--- config.mk ---
export PLATFORM = sky130hd
export DESIGN_NAME = openhmc_rf_master
export DESIGN_NICKNAME = d
export VERILOG_FILES = /design/src/rtl/openhmc_rf_master_pkg.sv /design/src/rtl/openhmc_rf_master.sv
export SDC_FILE = /design/constraint.sdc
export NUM_CORES = 1
export LEC_CHECK = 0
export BUFFER_PORTS_ARGS = -buffer_cell sky130_fd_sc_hd__clkbuf_2
export CORE_AREA = 2 2 154 156
export DETAILED_ROUTE_END_ITERATION = 10
export DIE_AREA = 0 0 156 158
export PLACE_DENSITY = 0.62
export SLEW_MARGIN = 20
export SYNTH_ARGS = -nofsm -noshare
export SYNTH_HDL_FRONTEND = slang
export SYNTH_SLANG_ARGS = --single-unit
export TNS_END_PERCENT = 20
--- constraint.sdc ---
create_clock -name clk_hmc -period 3.5 [get_ports clk_hmc]
set_clock_uncertainty 0.2 [all_clocks]
set_input_delay 0.175 -clock clk_hmc [delete_from_list [all_inputs] [get_ports clk_hmc]]
set_output_delay 0.175 -clock clk_hmc [all_outputs]
set_load 0.05 [all_outputs]
--- src/rtl/openhmc_rf_master_pkg.sv ---
// Shared types for the openHMC register-file access initiator.
// Default widths match the controller RF port.
package openhmc_rf_master_pkg;

    localparam int RF_WWIDTH = 64;
    localparam int RF_RWIDTH = 64;
    localparam int RF_AWIDTH = 4;

    typedef enum logic [1:0] {
        IDLE,
        ACCESS,
        RESP
    } rf_mst_state_t;

    typedef struct packed {
        logic                 write;
        logic [RF_AWIDTH-1:0] address;
        logic [RF_WWIDTH-1:0] wdata;
    } rf_req_t;

    typedef struct packed {
        logic [RF_RWIDTH-1:0] rdata;
        logic                 invalid_address;
        logic                 timeout;
        logic                 was_write;
    } rf_resp_t;

endpackage

--- src/rtl/openhmc_rf_master.sv ---
// Single-outstanding RF access initiator: request channel in,
// RF read/write strobes out, response channel back with timeout.
module openhmc_rf_master
    import openhmc_rf_master_pkg::*;
#(
    parameter int HMC_RF_WWIDTH = RF_WWIDTH,
    parameter int HMC_RF_RWIDTH = RF_RWIDTH,
    parameter int HMC_RF_AWIDTH = RF_AWIDTH,
    parameter int TIMEOUT_LOG   = 8
) (
    input  logic                     clk_hmc,
    input  logic                     res_n_hmc,
    input  logic                     req_valid,
    output logic                     req_ready,
    input  logic                     req_write,
    input  logic [HMC_RF_AWIDTH-1:0] req_address,
    input  logic [HMC_RF_WWIDTH-1:0] req_wdata,
    output logic                     resp_valid,
    input  logic                     resp_ready,
    output logic [HMC_RF_RWIDTH-1:0] resp_rdata,
    output logic                     resp_invalid_address,
    output logic                     resp_timeout,
    output logic                     resp_was_write,
    output logic [HMC_RF_AWIDTH-1:0] rf_address,
    output logic                     rf_read_en,
    output logic                     rf_write_en,
    output logic [HMC_RF_WWIDTH-1:0] rf_write_data,
    input  logic [HMC_RF_RWIDTH-1:0] rf_read_data,
    input  logic                     rf_invalid_address,
    input  logic                     rf_access_complete,
    output logic                     busy
);

    rf_mst_state_t          state;
    rf_mst_state_t          state_nxt;
    rf_req_t                req_q;
    rf_resp_t               resp_q;
    rf_resp_t               resp_nxt;
    logic [TIMEOUT_LOG-1:0] cnt;
    logic                   cnt_term;
    logic                   load_req;
    logic                   load_resp;
    logic                   cnt_clr;
    logic                   cnt_inc;

    assign cnt_term = (cnt == {TIMEOUT_LOG{1'b1}});

    always_ff @(posedge clk_hmc or negedge res_n_hmc) begin
        if (!res_n_hmc) begin
            state <= IDLE;
        end else begin
            state <= state_nxt;
        end
    end

    // Completion is checked before the terminal count so it wins a tie.
    always_comb begin
        state_nxt = state;
        load_req  = 1'b0;
        load_resp = 1'b0;
        cnt_clr   = 1'b0;
        cnt_inc   = 1'b0;
        resp_nxt  = resp_q;
        unique case (state)
            IDLE: begin
                if (req_valid) begin
                    state_nxt = ACCESS;
                    load_req  = 1'b1;
                    cnt_clr   = 1'b1;
                end
            end
            ACCESS: begin
                if (rf_access_complete) begin
                    state_nxt                = RESP;
                    load_resp                = 1'b1;
                    resp_nxt.rdata           = req_q.write ? '0
                                             : RF_RWIDTH'(rf_read_data);
                    resp_nxt.invalid_address = rf_invalid_address;
                    resp_nxt.timeout         = 1'b0;
                    resp_nxt.was_write       = req_q.write;
                end else if (cnt_term) begin
                    state_nxt                = RESP;
                    load_resp                = 1'b1;
                    resp_nxt.rdata           = '0;
                    resp_nxt.invalid_address = 1'b0;
                    resp_nxt.timeout         = 1'b1;
                    resp_nxt.was_write       = req_q.write;
                end else begin
                    cnt_inc = 1'b1;
                end
            end
            RESP: begin
                if (resp_ready) begin
                    state_nxt = IDLE;
                end
            end
            default: begin
                state_nxt = IDLE;
            end
        endcase
    end

    always_ff @(posedge clk_hmc or negedge res_n_hmc) begin
        if (!res_n_hmc) begin
            req_q <= '0;
        end else if (load_req) begin
            req_q.write   <= req_write;
            req_q.address <= RF_AWIDTH'(req_address);
            req_q.wdata   <= RF_WWIDTH'(req_wdata);
        end
    end

    always_ff @(posedge clk_hmc or negedge res_n_hmc) begin
        if (!res_n_hmc) begin
            resp_q <= '0;
        end else if (load_resp) begin
            resp_q <= resp_nxt;
        end
    end

    always_ff @(posedge clk_hmc or negedge res_n_hmc) begin
        if (!res_n_hmc) begin
            cnt <= '0;
        end else if (cnt_clr) begin
            cnt <= '0;
        end else if (cnt_inc) begin
            cnt <= cnt + 1'b1;
        end
    end

    assign req_ready            = (state == IDLE);
    assign busy                 = (state != IDLE);
    assign rf_read_en           = (state == ACCESS) && !req_q.write;
    assign rf_write_en          = (state == ACCESS) && req_q.write;
    assign rf_address           = req_q.address[HMC_RF_AWIDTH-1:0];
    assign rf_write_data        = req_q.wdata[HMC_RF_WWIDTH-1:0];
    assign resp_valid           = (state == RESP);
    assign resp_rdata           = resp_q.rdata[HMC_RF_RWIDTH-1:0];
    assign resp_invalid_address = resp_q.invalid_address;
    assign resp_timeout         = resp_q.timeout;
    assign resp_was_write       = resp_q.was_write;

endmodule

==> reports/qor.txt, run 1 <==
status -> finished, final reports clean
Syn Area/Cell -> 13.6 sq um
grt ovf -> 0
syn_nets -> 643
clk slew on worst S/H paths -> 0.07 ns
slew of the pin with the lowest slew margin -> 0.913 ns
CTS Root Cell -> clkbuf_16
clk_lat worst skew -> 0.41 ns
unrepaired setup endpoints after global routing -> false
CP max FO -> 33
R2R cell count -> 4
Hold Slack -> 0.173 ns
DRT iter0 DRCs -> 215
Initial Utilization -> 29.6%
worst setup path category -> reg -> out
number of global-route vias before repair -> 5,405
CTS tree -> built
number of antenna violations at the first check in global routing -> 0
Max Fclk -> 418 MHz
post-synthesis cell count -> 503
die width -> 156 um
CTS Buf Count -> 17
Seq/Total Area, Yosys -> 53.5%
clock sink total -> 146
Core ar. -> 23,100 sq um
dominant synthesized flop cell -> dfrtp_1
drt pass-1 iters -> 4
DRC -> 0
DRT Wirelength -> 18,200 um
Hold Fails Final Rpt -> 0
vias per inst -> 4.55
Max Slew Vio Count -> 0
fin area -> 10,000 sq um
FFs w/ async S/R, synth -> 100%
MaxCap Viol Count -> 0
Cell Pwr Density -> 1130 nW/um^2
Data arrival, critical path -> 2.02 ns
Critical Path End -> rf_read_en
Nets -> 989
R2R Setup Slk -> 1.26 ns
ANT cells -> 0
IO Port Bufs -> 278
Reg-to-Reg End -> resp_rdata[46]$_DFFE_PN0P_
leakage -> 5.14 nW
CTS HTree Levels -> 4
first-pass GRT wire length -> 28,100 um
largest net degree at the start of global routing -> 92
crit path time final -> 2.39 ns
routability congestion estimate -> 0.755
CP Launch Type -> flip-flop
worst r2r src -> state[1]$_DFFE_PN0P_
area delta synth->final -> 46.8%
CP required -> 3.12 ns
GRT Overall Usage -> 14.5%
Yosys reg bits -> 146
die height -> 158 um
YS warnings -> 0
via count -> 5,243
CTS max path bufs -> 2
share of layout cells above drive strength 1 -> 45.4%
Worst setup EP type -> output port
Max-slew headroom -> 39.1%
final setup vio count -> 0
setup TNS -> 0 ns
Critical Path Source -> state[1]$_DFFE_PN0P_
EDFF count, synth -> 0
fin crit share -> 68.4%
DIE AREA -> 24,600 sq um
Max VDD drop -> 805 uV
synth unique cells -> 36
Antenna Nets Post-Route -> 0
DP Area -> 8030 sq um
Post-DP HPWL -> 11,300 um
Ports -> 279
# rows -> 56
Avg WL per Cell -> 15.8 um
Mapped Area -> 6830 sq um
worst hold path type -> in -> async
==> how the worst min path moves through the flow <==
stage                                      end  slack (ns)  cells past startpoint
floorplan                   cnt[0]$_DFFE_PN0P_       -0.32                      0
global placement    resp_rdata[42]$_DFFE_PN0P_        0.14                      1
detailed placement  resp_rdata[42]$_DFFE_PN0P_        0.14                      1
CTS                 resp_rdata[42]$_DFFE_PN0P_        0.26                      2
global route        resp_rdata[42]$_DFFE_PN0P_        0.30                      2
finish              resp_rdata[42]$_DFFE_PN0P_        0.17                      2
==> layout make-up <==
type	count	area, sq um
fill	2124	13000
sequential	146	3650
timing repair buffer	424	2890
multi-input combinational	255	2490
clock buffer	18	429
tap	290	363
clock inverter	14	178
inverter	5	18.8
==> per-layer routing <==
metal / global-route usage (%) / vias up / part of all wire (%)
met1: 17.6 / 2594 / 42
met4: 4.89 / 0 / 1.5
met5: 0 / - / 0
met2: 25.1 / 178 / 51
li1: - / 2450 / -
met3: 3.72 / 21 / 5.1
==> where the power goes <==
group          leakage, nW  switching, W  internal (W)
combinational         3.17       0.00417       0.00213
clock                0.296      0.000768       0.00113
sequential            1.68      0.000572       0.00250
total                 5.14       0.00551       0.00577
==> flip-flops by register name, indices dropped and copies added, names as in the netlist <==
signal	cells
rf_address	4
resp_timeout	1
resp_invalid_address	1
resp_rdata	64
rf_write_data	64
state	2
cnt	8
req_q	1
resp_was_write	1
==> synth_stat cells, types with 5 or more instances <==
cell type	number	area share, %
a21o_1	65	7.1
a21oi_1	5	0.37
a22o_1	64	8.2
buf_2	14	1.0
buf_4	70	7.7
buf_6	7	1.2
clkbuf_1	6	0.33
dfrtp_1	146	54
inv_1	5	0.28
mux2_4	66	15
nand2_1	7	0.39
nor2b_1	5	0.46
==> stage by stage <==
step / worst slack, ns / cells / util (%) / total power [W]
floorplan: 1.51 / 503 / - / 0.00849
global placement: 1.30 / 982 / 34.8 / 0.00920
detailed placement: 1.25 / 982 / 34.8 / 0.00927
CTS: 1.06 / 1152 / 43.5 / 0.0114
global route: 0.944 / 1152 / 43.5 / 0.0118
finish: 1.11 / 1152 / 43.5 / 0.0113
==> cell usage in the layout, fill, tap and decap left out, types with 5 or more instances in the layout <==
master / count
dlygate4sd3_1: 138
dfrtp_1: 146
inv_1: 5
clkbuf_2: 277
mux2_4: 66
a21o_1: 65
clkbuf_16: 17
nor2b_1: 5
nand2_1: 7
a22o_1: 64
==> logic make-up (layout without fill, tap and decap cells) <==
group | after synthesis | after routing | synth area share, %
compound gates | 148 | 148 | 17.2
flops | 146 | 146 | 53.5
buf+inv | 102 | 461 | 10.5
mux | 72 | 72 | 15.5
simple gates | 34 | 34 | 3.17
fa+ha+maj | 1 | 1 | 0.183
==> worst max-delay path, stage by stage, from the launching register on <==
cell	delay [ns]
dfrtp_1	0.48
nand2b_2	0.59
nor2_1	0.23
clkbuf_2	0.31
==> what timing repair did <==
| item | in CTS | in global routing |
|---|---|---|
| buffers inserted | 0 | 0 |
| resized for setup | 0 | 0 |
| hold endpoints to repair | 229 | 0 |
| hold buffers | 138 | 0 |
No activity file was read; power rests on OpenSTA's default activity.
==> run 2: changes to the inputs <==
clock period = 2.3 ns   (was 3.5 ns; I/O delays follow)
==> run 2 against run 1 <==
Sequential cell count did not move. Register-to-register slack got worse by 0.96 ns. Sequential share of layout area shrank 0.10 points.
==> reports/qor.txt, run 2 (synthesized netlist as in run 1, its figures left out) <==
share of layout cells above drive strength 1 -> 45.5%
commonest non-fill, non-tap cell in the layout -> clkbuf_2
Hold Fails Final Rpt -> 0
DRT iter0 DRCs -> 299
Max Fclk -> 470 MHz
CP required -> 1.99 ns
Max VDD drop -> 1340 uV
critical path cell sequence -> nand2b_4 > buf_12 > nor2_1 > clkbuf_2
IO Port Bufs -> 278
routability congestion estimate -> 0.743
status -> finished, final reports clean
largest net degree at the start of global routing -> 68
CP max FO -> 60
CTS Root Cell -> clkbuf_16
Cell Pwr Density -> 1700 nW/um^2
MaxCap Viol Count -> 0
clk slew on worst S/H paths -> 0.07 ns
placed insts -> 983
final setup vio count -> 0
Max Slew Vio Count -> 0
area delta synth->final -> 47.2%
leakage -> 5.14 nW
fin crit share -> 92.5%
Post-Layout Cell Count -> 1,154
CTS max path bufs -> 2
Antenna Nets Post-Route -> 0
Worst setup EP type -> output port
slew of the pin with the lowest slew margin -> 0.546 ns
vias per inst -> 4.56
Initial Utilization -> 29.6%
Slowest Stage Delay on Critical Path -> 0.52 ns
Data arrival, critical path -> 1.81 ns
R2R Setup Slk -> 0.30 ns
number of antenna violations at the first check in global routing -> 1
Hold Slack -> 0.0337 ns
DRT Wirelength -> 18,300 um
setup TNS -> 0 ns
DIE AREA -> 24,600 sq um
Core ar. -> 23,100 sq um
most frequent cells in the layout -> clkbuf_2, dfrtp_1, dlygate4sd3_1
Nets -> 990
number of global-route vias before repair -> 5,430
GRT Overall Usage -> 14.6%
R2R cell count -> 3
# rows -> 56
CTS Buf Count -> 17
final worst slack -> 0.173 ns
Final Core Density -> 43.6%
die width -> 156 um
clk_lat worst skew -> 0.41 ns
Max-slew headroom -> 63.6%
grt ovf -> 0
via count -> 5,257
clock sink total -> 146
DRC -> 0
Crit-path slowest cell -> dfrtp_1
Ports -> 279
first-pass GRT wire length -> 28,400 um
crit path time final -> 2.13 ns
worst setup path category -> reg -> out
CTS HTree Levels -> 4
DP Worst Slack -> 0.317 ns
die height -> 158 um
drt pass-1 iters -> 4
Post-DP HPWL -> 11,600 um
CP Launch Type -> flip-flop
Avg WL per Cell -> 15.8 um
CTS tree -> built
worst hold path type -> in -> async
unrepaired setup endpoints after global routing -> false
## run 2: changes by cell type in the layout (fill, tap and decap cells not counted), moves of 2 or more
| cell | before | now |
|---|---|---|
| clkinvlp_4 | 1 | 3 |
| bufinv_16 | 3 | 1 |
| inv_8 | 0 | 2 |
| clkinv_2 | 2 | 0 |
| clkinv_8 | 0 | 2 |
| buf_12 | 4 | 6 |
## run 2: area by class of cell
type                    instances  area [sq um]
diodes                          1          2.50
clock buffers                  17           425
clock inverters                15           169
fillers                      2089         13000
inverters                       5          18.8
multi-input cells             255          2490
flip-flops and latches        146          3650
well taps                     290           363
repair buffers                425          2920
## run 2: per-layer routing
| metal | GRT usage [%] | part of all wire [%] | vias to the layer above |
|---|---|---|---|
| li1 | - | - | 2456 |
| met1 | 18.0 | 43 | 2596 |
| met2 | 24.6 | 50 | 178 |
| met3 | 3.86 | 5.3 | 27 |
| met4 | 5.42 | 2.3 | 0 |
| met5 | 0 | 0 | - |
## run 2: critical path: cells and delay by family (launching register included)
kind | cells | cell delay (ns)
DFF | 1 | 0.52
buffers and inverters | 2 | 0.51
and+or+nand+nor | 2 | 0.36
## run 2: worst paths after layout
check / from / endpoint
max: state[1]$_DFFE_PN0P_ / rf_read_en
min: res_n_hmc / resp_rdata[44]$_DFFE_PN0P_
max reg2reg: state[1]$_DFFE_PN0P_ / rf_write_data[9]$_DFFE_PN0P_
min reg2reg: resp_rdata[24]$_DFFE_PN0P_ / resp_rdata[24]$_DFFE_PN0P_
max in group asynchronous: res_n_hmc / resp_rdata[56]$_DFFE_PN0P_
min in group clk_hmc: req_wdata[32] / rf_write_data[32]$_DFFE_PN0P_
## run 2: metrics by stage
step | instance area (sq um) | total power [W]
2_1_floorplan | 6830 | 0.0129
3_3_place_gp | 8060 | 0.0140
3_5_place_dp | 8060 | 0.0141
4_1_cts | 10000 | 0.0172
5_1_grt | 10000 | 0.0180
6_report | 10000 | 0.0171
## run 2: repair_timing
item,in CTS,in global routing
buffers inserted,0,0
setup endpoints to repair,0,1
gates resized for setup,0,1
endpoints found under the hold margin,289,0
hold buffers,138,0
## run 2: where the power goes
group | internal, W | switching, W | total [W]
registers | 0.00381 | 0.000890 | 0.00470
clock network | 0.00154 | 0.00123 | 0.00277
logic | 0.00328 | 0.00635 | 0.00963
total | 0.00863 | 0.00847 | 0.0171
==> run 3: changes to the inputs <==
CTS_CLUSTER_SIZE = 14   (was default)
PLACE_DENSITY = default   (was 0.62)
==> run 3 against run 2 <==
First-iteration DRC count decreased by 26%. Via count down 0.74%. Global-route usage about the same. Non-clock buffer count grew 7. Die area did not move. Utilization increased by 0.17 points. Sequential share of layout area shrank 0.14 points. Sequential cell count unchanged. Combinational power increased by 0.4%. Fmax shrank 0.99%. Sequential power about the same. Critical path type unchanged. Critical endpoint unchanged.
==> reports/qor.txt, run 3 (synthesized netlist as in run 1, its figures left out) <==
post-CTS setup buffers -> 0
leakage -> 5.17 nW
# rows -> 56
Post-DP HPWL -> 11,700 um
DIE AREA -> 24,600 sq um
Max Fclk -> 465 MHz
Max-slew headroom -> 64.0%
CP required -> 1.99 ns
MaxCap Viol Count -> 0
area delta synth->final -> 47.8%
Data arrival, critical path -> 1.83 ns
Hold Fails Final Rpt -> 0
DRC -> 0
routability congestion estimate -> 0.751
DRT Wirelength -> 18,500 um
final setup vio count -> 0
unrepaired setup endpoints after global routing -> false
number of antenna violations at the first check in global routing -> 0
die width -> 156 um
critical path depth -> 5
WP buf/inv -> 3
IO Port Bufs -> 278
number of fill cells in the layout -> 2,104
Slowest Stage Delay on Critical Path -> 0.38 ns
die height -> 158 um
status -> finished, final reports clean
clock sink total -> 146
Core ar. -> 23,100 sq um
vias per inst -> 4.50
grt ovf -> 0
CTS tree -> built
number of global-route vias before repair -> 5,313
Cell Pwr Density -> 1690 nW/um^2
most frequent cells in the layout -> clkbuf_2, dfrtp_1, dlygate4sd3_1
Antenna Nets Post-Route -> 0
commonest non-fill, non-tap cell in the layout -> clkbuf_2
largest net degree at the start of global routing -> 55
Worst setup EP type -> output port
Avg WL per Cell -> 15.9 um
ANT cells -> 0
worst setup path category -> reg -> out
R2R cell count -> 3
Ports -> 279
fin crit share -> 93.4%
crit path time final -> 2.15 ns
Max VDD drop -> 882 uV
GRT Overall Usage -> 14.6%
slew of the pin with the lowest slew margin -> 0.535 ns
critical path cell sequence -> buf_4 > nand2b_2 > buf_6 > nor2_1 > clkbuf_2
first-pass GRT wire length -> 28,300 um
Critical Path Source -> state[1]$_DFFE_PN0P_
cell family with the largest share of critical-path delay -> buffers and inverters
DRT iter0 DRCs -> 221
Initial Utilization -> 29.6%
CTS Root Cell -> clkbuf_16
Reg-to-Reg End -> rf_write_data[45]$_DFFE_PN0P_
CTS Buf Count -> 17
Post-Layout Cell Count -> 1,160
Final Core Density -> 43.7%
CTS HTree Levels -> 4
drt pass-1 iters -> 5
clk_lat worst skew -> 0.41 ns
Crit-path slowest cell -> dfrtp_1
R2R Setup Slk -> 0.28 ns
CP max FO -> 54
worst hold path type -> in -> async
Nets -> 997
CTS max path bufs -> 2
CP Launch Type -> flip-flop
via count -> 5,218
setup TNS -> 0 ns
placed insts -> 990
share of layout cells above drive strength 1 -> 46.0%
worst r2r src -> state[0]$_DFFE_PN0P_
Max Slew Vio Count -> 0
Critical Path End -> rf_read_en
clk slew on worst S/H paths -> 0.07 ns
[run 3: changes by cell type in the layout (fill, tap and decap cells not counted), sizes merged]
cell / previous run / this run
diode: 1 / 0
clkbuf: 294 / 295
buf: 10 / 17
clkinv: 5 / 4
[run 3: what timing repair did]
item	CTS	global route
gates resized for setup	0	1
setup endpoints to repair	0	1
endpoints found under the hold margin	289	0
hold buffers	138	0
[run 3: per-stage QoR]
stage               cell area (sq um)  hold WS, ns  total power (W)  setup slack, ns
finish                          10100       0.0608           0.0171            0.151
CTS                             10100       0.0468           0.0172           0.0360
global route                    10100       0.0830           0.0179           0.0675
detailed placement               8120      -0.0864           0.0142            0.310
global placement                 8120      -0.0823           0.0141            0.335
floorplan                        6830       -0.381           0.0129            0.369
[run 3: layer usage]
layer	part of all wire [%]	vias up	GRT usage, %
met5	0	-	0
met4	2.0	0	5.02
met3	6.1	23	4.52
met2	49	186	24.4
met1	43	2544	18.0
li1	-	2465	-
[run 3: final cells by class]
cell class              instances  area [sq um]  share of cell area (%)
clock buffers                  18           439                    4.35
clock inverters                14           145                    1.44
inverters                       5          18.8                   0.186
multi-input cells             255          2490                    24.7
flip-flops and latches        146          3650                    36.2
well taps                     290           363                    3.60
repair buffers                432          2980                    29.5
[run 3: worst min path at each step]
| stage | start | endpoint | slack (ns) | cells past startpoint |
|---|---|---|---|---|
| 3_3_place_gp | res_n_hmc | rf_write_data[40]$_DFFE_PN0P_ | -0.08 | 1 |
| 6_report | res_n_hmc | rf_write_data[37]$_DFFE_PN0P_ | 0.06 | 2 |
| 3_5_place_dp | res_n_hmc | rf_write_data[40]$_DFFE_PN0P_ | -0.09 | 1 |
| 4_1_cts | res_n_hmc | rf_write_data[40]$_DFFE_PN0P_ | 0.05 | 2 |
| 2_1_floorplan | res_n_hmc | cnt[0]$_DFFE_PN0P_ | -0.38 | 0 |
| 5_1_grt | res_n_hmc | rf_write_data[37]$_DFFE_PN0P_ | 0.08 | 2 |
[run 3: power by group]
group / switching [W] / leakage, nW / internal, W
clock network: 0.00120 / 0.278 / 0.00155
registers: 0.000861 / 1.68 / 0.00381
logic: 0.00638 / 3.22 / 0.00329
